--- src/rtl/pipeline_pkg.sv ---
// Shared decode definitions for the RV32 pipeline: opcodes, immediate formats, default width.
// Latency: n/a (types and constants only).
// Backpressure: n/a.
package pipeline_pkg;

  localparam int XLEN_DEFAULT = 32;

  // Base RV32 major opcodes (bits [6:0], including the 2'b11 length bits)
  localparam logic [6:0] OPC_LOAD     = 7'b0000011;
  localparam logic [6:0] OPC_MISC_MEM = 7'b0001111;
  localparam logic [6:0] OPC_OP_IMM   = 7'b0010011;
  localparam logic [6:0] OPC_AUIPC    = 7'b0010111;
  localparam logic [6:0] OPC_STORE    = 7'b0100011;
  localparam logic [6:0] OPC_OP       = 7'b0110011;
  localparam logic [6:0] OPC_LUI      = 7'b0110111;
  localparam logic [6:0] OPC_BRANCH   = 7'b1100011;
  localparam logic [6:0] OPC_JALR     = 7'b1100111;
  localparam logic [6:0] OPC_JAL      = 7'b1101111;
  localparam logic [6:0] OPC_SYSTEM   = 7'b1110011;

  typedef enum logic [2:0] {
    IMM_I,
    IMM_S,
    IMM_B,
    IMM_U,
    IMM_J,
    IMM_NONE
  } imm_fmt_e;

endpackage

--- src/rtl/pipeline_regfile.sv ---
// Architectural register file, 2 read ports / 1 write port, x0 hardwired to zero.
// Latency: reads combinational, write visible after the clock edge.
// Backpressure: none; writes outside 1..NUM_REGS-1 are silently dropped.
//
// Ports: clk_i, rst_ni (sync, active-low, clears all entries),
//        raddr1/rdata1, raddr2/rdata2 (read; out-of-range or x0 return 0),
//        we/waddr/wdata (write-back).
// NUM_REGS must be a power of two (16 for RV32E, 32 for RV32I).
module pipeline_regfile
  import pipeline_pkg::*;
#(
  parameter int XLEN     = XLEN_DEFAULT,
  parameter int NUM_REGS = 32
) (
  input  logic            clk_i,
  input  logic            rst_ni,
  input  logic [4:0]      raddr1,
  output logic [XLEN-1:0] rdata1,
  input  logic [4:0]      raddr2,
  output logic [XLEN-1:0] rdata2,
  input  logic            we,
  input  logic [4:0]      waddr,
  input  logic [XLEN-1:0] wdata
);

  localparam int REG_AW = $clog2(NUM_REGS);

  logic [XLEN-1:0] regs [NUM_REGS];

  // x0 and indices beyond the implemented range are never stored or returned
  function automatic logic idx_live(input logic [4:0] a);
    return (a != 5'd0) && (int'(a) < NUM_REGS);
  endfunction

  assign rdata1 = idx_live(raddr1) ? regs[raddr1[REG_AW-1:0]] : '0;
  assign rdata2 = idx_live(raddr2) ? regs[raddr2[REG_AW-1:0]] : '0;

  always_ff @(posedge clk_i) begin
    if (!rst_ni) begin
      for (int i = 0; i < NUM_REGS; i++) begin
        regs[i] <= '0;
      end
    end else if (we && idx_live(waddr)) begin
      regs[waddr[REG_AW-1:0]] <= wdata;
    end
  end

endmodule

--- src/rtl/pipeline_id_stage.sv ---
// RV32I/RV32E instruction decode stage: field split, immediate generation, operand read.
// Latency: 1 cycle instruction_i -> registered ID/EX slot; 1 instruction per cycle.
// Backpressure: id_ready_o = !id_valid_o || ex_ready_i; slot holds while execute stalls.
//
// Ports: clk_i, rst_ni (sync, active-low); fetch side if_valid_i/instruction_i/pc_i/id_ready_o;
//        execute side ex_ready_i and the registered slot outputs (id_valid_o, pc_o, fields,
//        read_data1_o/read_data2_o, imm_o, illegal_o); flush_i; write-back
//        reg_write_i/write_addr_reg_i/write_data_reg_i.
// Build option PIPELINE_ID_WB_BYPASS_EN: forward same-cycle write-back into captured operands
// and refresh operands of a held slot.
module pipeline_id_stage
  import pipeline_pkg::*;
#(
  parameter int XLEN     = XLEN_DEFAULT,
  parameter int NUM_REGS = 32
) (
  input  logic            clk_i,
  input  logic            rst_ni,
  input  logic            if_valid_i,
  input  logic [31:0]     instruction_i,
  input  logic [XLEN-1:0] pc_i,
  output logic            id_ready_o,
  input  logic            ex_ready_i,
  input  logic            flush_i,
  input  logic            reg_write_i,
  input  logic [4:0]      write_addr_reg_i,
  input  logic [XLEN-1:0] write_data_reg_i,
  output logic            id_valid_o,
  output logic [XLEN-1:0] pc_o,
  output logic [6:0]      opcode_o,
  output logic [2:0]      funct3_o,
  output logic [6:0]      funct7_o,
  output logic [4:0]      rs1_o,
  output logic [4:0]      rs2_o,
  output logic [4:0]      rd_o,
  output logic [XLEN-1:0] read_data1_o,
  output logic [XLEN-1:0] read_data2_o,
  output logic [XLEN-1:0] imm_o,
  output logic            illegal_o
);

  logic [6:0]      opc_dec;
  logic [4:0]      rd_dec, rs1_dec, rs2_dec;
  logic [2:0]      f3_dec;
  logic [6:0]      f7_dec;
  imm_fmt_e        fmt;
  logic            opc_known, rd_used, rs1_used, rs2_used;
  logic [31:0]     imm32;
  logic [XLEN-1:0] imm_ext;
  logic            illegal_dec;
  logic [XLEN-1:0] rf_rdata1, rf_rdata2;
  logic [XLEN-1:0] op1_dec, op2_dec;
  logic            accept;

  assign opc_dec = instruction_i[6:0];
  assign rd_dec  = instruction_i[11:7];
  assign f3_dec  = instruction_i[14:12];
  assign rs1_dec = instruction_i[19:15];
  assign rs2_dec = instruction_i[24:20];
  assign f7_dec  = instruction_i[31:25];

  // Opcode class: immediate format and which register fields are architecturally read/written
  always_comb begin
    fmt       = IMM_NONE;
    opc_known = 1'b1;
    rd_used   = 1'b0;
    rs1_used  = 1'b0;
    rs2_used  = 1'b0;
    case (opc_dec)
      OPC_LOAD, OPC_OP_IMM, OPC_JALR, OPC_SYSTEM: begin
        fmt      = IMM_I;
        rd_used  = 1'b1;
        rs1_used = 1'b1;
      end
      OPC_STORE: begin
        fmt      = IMM_S;
        rs1_used = 1'b1;
        rs2_used = 1'b1;
      end
      OPC_BRANCH: begin
        fmt      = IMM_B;
        rs1_used = 1'b1;
        rs2_used = 1'b1;
      end
      OPC_LUI, OPC_AUIPC: begin
        fmt     = IMM_U;
        rd_used = 1'b1;
      end
      OPC_JAL: begin
        fmt     = IMM_J;
        rd_used = 1'b1;
      end
      OPC_OP: begin
        rd_used  = 1'b1;
        rs1_used = 1'b1;
        rs2_used = 1'b1;
      end
      OPC_MISC_MEM: begin
        fmt = IMM_NONE;
      end
      default: begin
        opc_known = 1'b0;
      end
    endcase
  end

  always_comb begin
    imm32 = '0;
    case (fmt)
      IMM_I:   imm32 = {{20{instruction_i[31]}}, instruction_i[31:20]};
      IMM_S:   imm32 = {{20{instruction_i[31]}}, instruction_i[31:25], instruction_i[11:7]};
      IMM_B:   imm32 = {{19{instruction_i[31]}}, instruction_i[31], instruction_i[7],
                        instruction_i[30:25], instruction_i[11:8], 1'b0};
      IMM_U:   imm32 = {instruction_i[31:12], 12'b0};
      IMM_J:   imm32 = {{11{instruction_i[31]}}, instruction_i[31], instruction_i[19:12],
                        instruction_i[20], instruction_i[30:21], 1'b0};
      default: imm32 = '0;
    endcase
  end

  // Bit 31 is the sign of every format, so a signed widening covers XLEN > 32
  assign imm_ext = XLEN'($signed(imm32));

  // RV32E: any referenced register index past the implemented file is illegal
  assign illegal_dec = (instruction_i[1:0] != 2'b11) || !opc_known
                    || (rd_used  && (int'(rd_dec)  >= NUM_REGS))
                    || (rs1_used && (int'(rs1_dec) >= NUM_REGS))
                    || (rs2_used && (int'(rs2_dec) >= NUM_REGS));

  pipeline_regfile #(
    .XLEN     (XLEN),
    .NUM_REGS (NUM_REGS)
  ) u_regfile (
    .clk_i  (clk_i),
    .rst_ni (rst_ni),
    .raddr1 (rs1_dec),
    .rdata1 (rf_rdata1),
    .raddr2 (rs2_dec),
    .rdata2 (rf_rdata2),
    .we     (reg_write_i),
    .waddr  (write_addr_reg_i),
    .wdata  (write_data_reg_i)
  );

`ifdef PIPELINE_ID_WB_BYPASS_EN
  // Same write-enable qualification the register file applies, so x0 and
  // out-of-range indices never forward
  logic wb_en;
  assign wb_en   = reg_write_i && (write_addr_reg_i != 5'd0) && (int'(write_addr_reg_i) < NUM_REGS);
  assign op1_dec = (wb_en && (write_addr_reg_i == rs1_dec)) ? write_data_reg_i : rf_rdata1;
  assign op2_dec = (wb_en && (write_addr_reg_i == rs2_dec)) ? write_data_reg_i : rf_rdata2;
`else
  assign op1_dec = rf_rdata1;
  assign op2_dec = rf_rdata2;
`endif

  assign id_ready_o = !id_valid_o || ex_ready_i;
  assign accept     = if_valid_i && id_ready_o && !flush_i;

  always_ff @(posedge clk_i) begin
    if (!rst_ni) begin
      id_valid_o   <= 1'b0;
      pc_o         <= '0;
      opcode_o     <= '0;
      funct3_o     <= '0;
      funct7_o     <= '0;
      rs1_o        <= '0;
      rs2_o        <= '0;
      rd_o         <= '0;
      read_data1_o <= '0;
      read_data2_o <= '0;
      imm_o        <= '0;
      illegal_o    <= 1'b0;
    end else if (flush_i) begin
      // Only the valid bit is killed; the rest of the slot is don't-care
      id_valid_o <= 1'b0;
    end else if (accept) begin
      id_valid_o   <= 1'b1;
      pc_o         <= pc_i;
      opcode_o     <= opc_dec;
      funct3_o     <= f3_dec;
      funct7_o     <= f7_dec;
      rs1_o        <= rs1_dec;
      rs2_o        <= rs2_dec;
      rd_o         <= rd_dec;
      read_data1_o <= op1_dec;
      read_data2_o <= op2_dec;
      imm_o        <= imm_ext;
      illegal_o    <= illegal_dec;
    end else if (ex_ready_i) begin
      id_valid_o <= 1'b0;
    end
`ifdef PIPELINE_ID_WB_BYPASS_EN
    // Slot stalled: keep held operands coherent with write-back
    else if (id_valid_o && wb_en) begin
      if (write_addr_reg_i == rs1_o) read_data1_o <= write_data_reg_i;
      if (write_addr_reg_i == rs2_o) read_data2_o <= write_data_reg_i;
    end
`endif
  end

endmodule
--- config.mk ---
export PLATFORM = sky130hd
export DESIGN_NAME = pipeline_id_stage
export DESIGN_NICKNAME = d
export VERILOG_FILES = /design/src/rtl/pipeline_pkg.sv /design/src/rtl/pipeline_regfile.sv /design/src/rtl/pipeline_id_stage.sv
export SDC_FILE = /design/constraint.sdc
export NUM_CORES = 2
export LEC_CHECK = 0
export CAP_MARGIN = 10
export CORE_ASPECT_RATIO = 0.5
export CORE_MARGIN = 2
export CORE_UTILIZATION = 45
export CTS_CLUSTER_SIZE = 20
export DETAILED_ROUTE_END_ITERATION = 12
export DONT_BUFFER_PORTS = 1
export GPL_TIMING_DRIVEN = 0
export HOLD_SLACK_MARGIN = 0.02
export PLACE_DENSITY = 0.61
export SLEW_MARGIN = 30
export SYNTH_ARGS = -nofsm -noshare
export SYNTH_HDL_FRONTEND = slang
export SYNTH_SLANG_ARGS = --single-unit
--- constraint.sdc ---
create_clock -name clk_i -period 9.9 [get_ports clk_i]
set_clock_uncertainty 0.05 [all_clocks]
set_input_delay 1.98 -clock clk_i [delete_from_list [all_inputs] [get_ports clk_i]]
set_output_delay 1.98 -clock clk_i [all_outputs]
set_load 0.05 [all_outputs]
==> flow_metrics.env <==
export IMPL_r2r_start="id_valid_o$_SDFFE_PP0P_"
export IMPL_r2r_cells=7
export IMPL_fp_dieH_um=261
export IMPL_drtAntennaViolNets=0
export IMPL_dp_hpwl_mm=180
export IMPL_crit_top_cell="clkbuf_2"
export IMPL_hold_class="flip-flop to flip-flop"
export IMPL_synth_warning_count=0
export IMPL_cp_end_kind="flip-flop"
export IMPL_slowest_delay_ns=0.94
export IMPL_period_needed_ns=4.96
export IMPL_design_area_um2=67900
export IMPL_status="complete, no violations"
export IMPL_hold_start="funct7_o[0]$_SDFFE_PN0P_"
export IMPL_dpl_worst_slack_ns=4.41
export IMPL_grt_total_usage=0.352
export IMPL_drive_gt1_frac=0.220
export IMPL_numClockSinks=1186
export IMPL_core_um2=131000
export IMPL_crit_slowest_cell="nand4_1"
export IMPL_power_density_nw_per_um2=179
export IMPL_synth_edf_count=1024
export IMPL_port_buffer_count=0
export IMPL_antenna_found_initial=30
export IMPL_r2r_slack_ns=5.69
export IMPL_setup_ws_ns=4.94
export IMPL_wl_per_cell_um=38.7
export IMPL_path_cells="clkbuf_2 > clkbuf_2 > nand4_1 > nor2_1 > clkbuf_1 > and2_1"
export IMPL_dp_cells=6002
export IMPL_yosysMostFrequentCell="edfxtp_1"
export IMPL_hold_viol=0
export IMPL_multi_input_area_um2=24200
export IMPL_seqCellArea_um2=34000
export IMPL_start_kind="input port"
export IMPL_yosysSeqAreaShare=0.571
export IMPL_dr_pass1_iters=8
export IMPL_worstReg2RegEnd="read_data1_o[11]$_SDFFE_PN0P_"
export IMPL_async_flop_share=0
export IMPL_clk_pin_slew_ns=0.07
export IMPL_max_slew_margin=0.112
export IMPL_p_leak_nw=23.0
export IMPL_vias=41400
export IMPL_area_growth_pct=13.9
export IMPL_dominantRegCellSynth="edfxtp_1"
export IMPL_cts_hold_fix_buffers=0
export IMPL_drc=0
export IMPL_grt_max_degree=33
export IMPL_first_iter_violations=6510
export IMPL_crit_cells=6
export IMPL_worstHoldPathCells=2
export IMPL_grt_pass1_wl_mm=322
export IMPL_cts_root_buf="clkbuf_16"
export IMPL_cts_resized=0
export IMPL_ios=270
export IMPL_clock_latency_ns=0.76
export IMPL_die_width_um=519
export IMPL_die_area_um2=135000
export IMPL_rsz0062_at_grt="no"
export IMPL_finalNetCount=4456
export IMPL_timing_worst_setup_path_type="input port to flip-flop"
export IMPL_initial_core_util=0.453
export IMPL_synth_area_leaders="edfxtp_1, mux4_2, and2_1, dfxtp_1, mux2i_1"
export IMPL_synthCells=4139
export IMPL_cts_buffer_depth=3
export IMPL_synth_common_cells="edfxtp_1, and2_1, mux4_2, clkbuf_1, nand2_1"
export IMPL_drt_wl_total_mm=242
export IMPL_setup_violations_final=0
export IMPL_syn_area_um2=59600
export IMPL_fmax_ghz=0.202
export IMPL_syn_avg_cell_area_um2=14.4
export IMPL_crit_family="simple AND/OR/NAND/NOR gates"
export IMPL_netlist_top_cell_by_area="edfxtp_1"
export IMPL_synthDistinctLibCells=58
export IMPL_fin_cells=6257
export IMPL_cp_max_fo=10
export IMPL_cts_buffers=110
export IMPL_ys_seq_elements=1186
export IMPL_htreeDepth=3
export IMPL_min_to="funct7_o[0]$_SDFFE_PN0P_"
export IMPL_fin_crit_sh=0.501
export IMPL_place_congestion=1.02
export IMPL_via_per_inst=6.62
export IMPL_post_cts_buffers=0
export IMPL_grt_pass1_vias=39400
export IMPL_worstPathRequired_ns=10.48
export IMPL_worst_path_buf_inv=3
export IMPL_fillers=11000
export IMPL_fin_total_pwr_w=0.0122
export IMPL_final_setup_tns_ns=0
export IMPL_maxCapViolations=0
export IMPL_tightestPinTransition_ns=1.32
export IMPL_cts_tree="done"
export IMPL_num_rows=94
export IMPL_arrival_ns=5.54
export IMPL_dpl_cell_area_um2=63600
export IMPL_drv_slew=0
export IMPL_vdd_drop_max_mv=0.147
export IMPL_yosysTopAreaCellShare=0.516
export IMPL_grt_ovfl_total=0
## worst max-delay path by stage
stage	slack, ns	from	endpoint
finish	4.94	rst_ni	u_regfile.regs[11][24]$_SDFFCE_PN0P_
global route	5.09	rst_ni	u_regfile.regs[7][8]$_SDFFCE_PN0P_
CTS	5.19	ex_ready_i	read_data1_o[15]$_SDFFE_PN0P_
detailed placement	4.41	ex_ready_i	read_data1_o[15]$_SDFFE_PN0P_
global placement	0.60	rst_ni	u_regfile.regs[7][7]$_SDFFCE_PN0P_
floorplan	4.29	write_addr_reg_i[0]	u_regfile.regs[2][0]$_SDFFCE_PN0P_
## flip-flops by register name (all words and copies together) (netlist names)
name / flops
u_regfile.regs: 1024
imm_o: 32
pc_o: 32
read_data1_o: 32
read_data2_o: 32
funct7_o: 7
opcode_o: 7
rd_o: 5
rs1_o: 5
rs2_o: 5
funct3_o: 3
id_valid_o: 1
illegal_o: 1
## cells in the final DEF, fill, tap and decap left out, types with 88 or more instances in the layout
master / n
edfxtp_1: 1024
clkbuf_16: 113
mux2i_1: 116
buf_2: 88
and2_1: 1002
a21oi_1: 106
clkbuf_1: 274
dfxtp_1: 162
mux4_2: 466
nand2_1: 174
a22oi_1: 91
nor2b_1: 93
## per-layer routing
layer	wire (um)	up-vias	GRT usage	part of all wire
met3	43600	502	0.219	0.18
met1	88500	21500	0.439	0.37
met2	100000	3207	0.499	0.41
met4	8890	10	0.115	0.037
li1	-	16300	-	-
met5	767	-	0.0220	0.0032
## cells by family (layout without fill, tap and decap cells)
group	count (synthesis)	after routing	share of synthesized area
multiplexers	607	607	0.200
AO/OA/AOI/OAI	482	482	0.0566
buffers and inverters	434	709	0.0318
flip-flops	1186	1186	0.571
other	1	68	0.0000630
AND/OR/NAND/NOR	1429	1429	0.140
## worst reg2reg max path: cells and delay by family, from the launching register on
family / cells / cell delay [ns]
AND/OR/NAND/NOR: 3 / 1.62
flip-flops: 1 / 0.48
buffers and inverters: 2 / 0.99
AO/OA/AOI/OAI: 2 / 0.99
## report_power, final
| part | switching (W) | total [W] | internal [W] |
|---|---|---|---|
| Sequential | 0.000281 | 0.00597 | 0.00569 |
| Combinational | 0.000855 | 0.00138 | 0.000522 |
| Clock | 0.00210 | 0.00481 | 0.00270 |
## through the flow
stage / hold WS, ns / util
global route: 0.673 / 0.516
detailed placement: 0.645 / 0.484
CTS: 0.654 / 0.515
finish: 0.655 / 0.516
global placement: 0.638 / 0.471
floorplan: 0.614 / -
## area by class of cell
cell class                 count  area share
antenna                       36     0.00133
buffer                       425      0.0279
inverter                       9    0.000498
clock inverter                77      0.0139
tap                         1776      0.0327
timing repair buffer          67      0.0211
multi-input combinational   2550       0.357
sequential                  1186       0.501
clock buffer                 131      0.0449
Note: power is estimated with default switching activity, not from simulation.
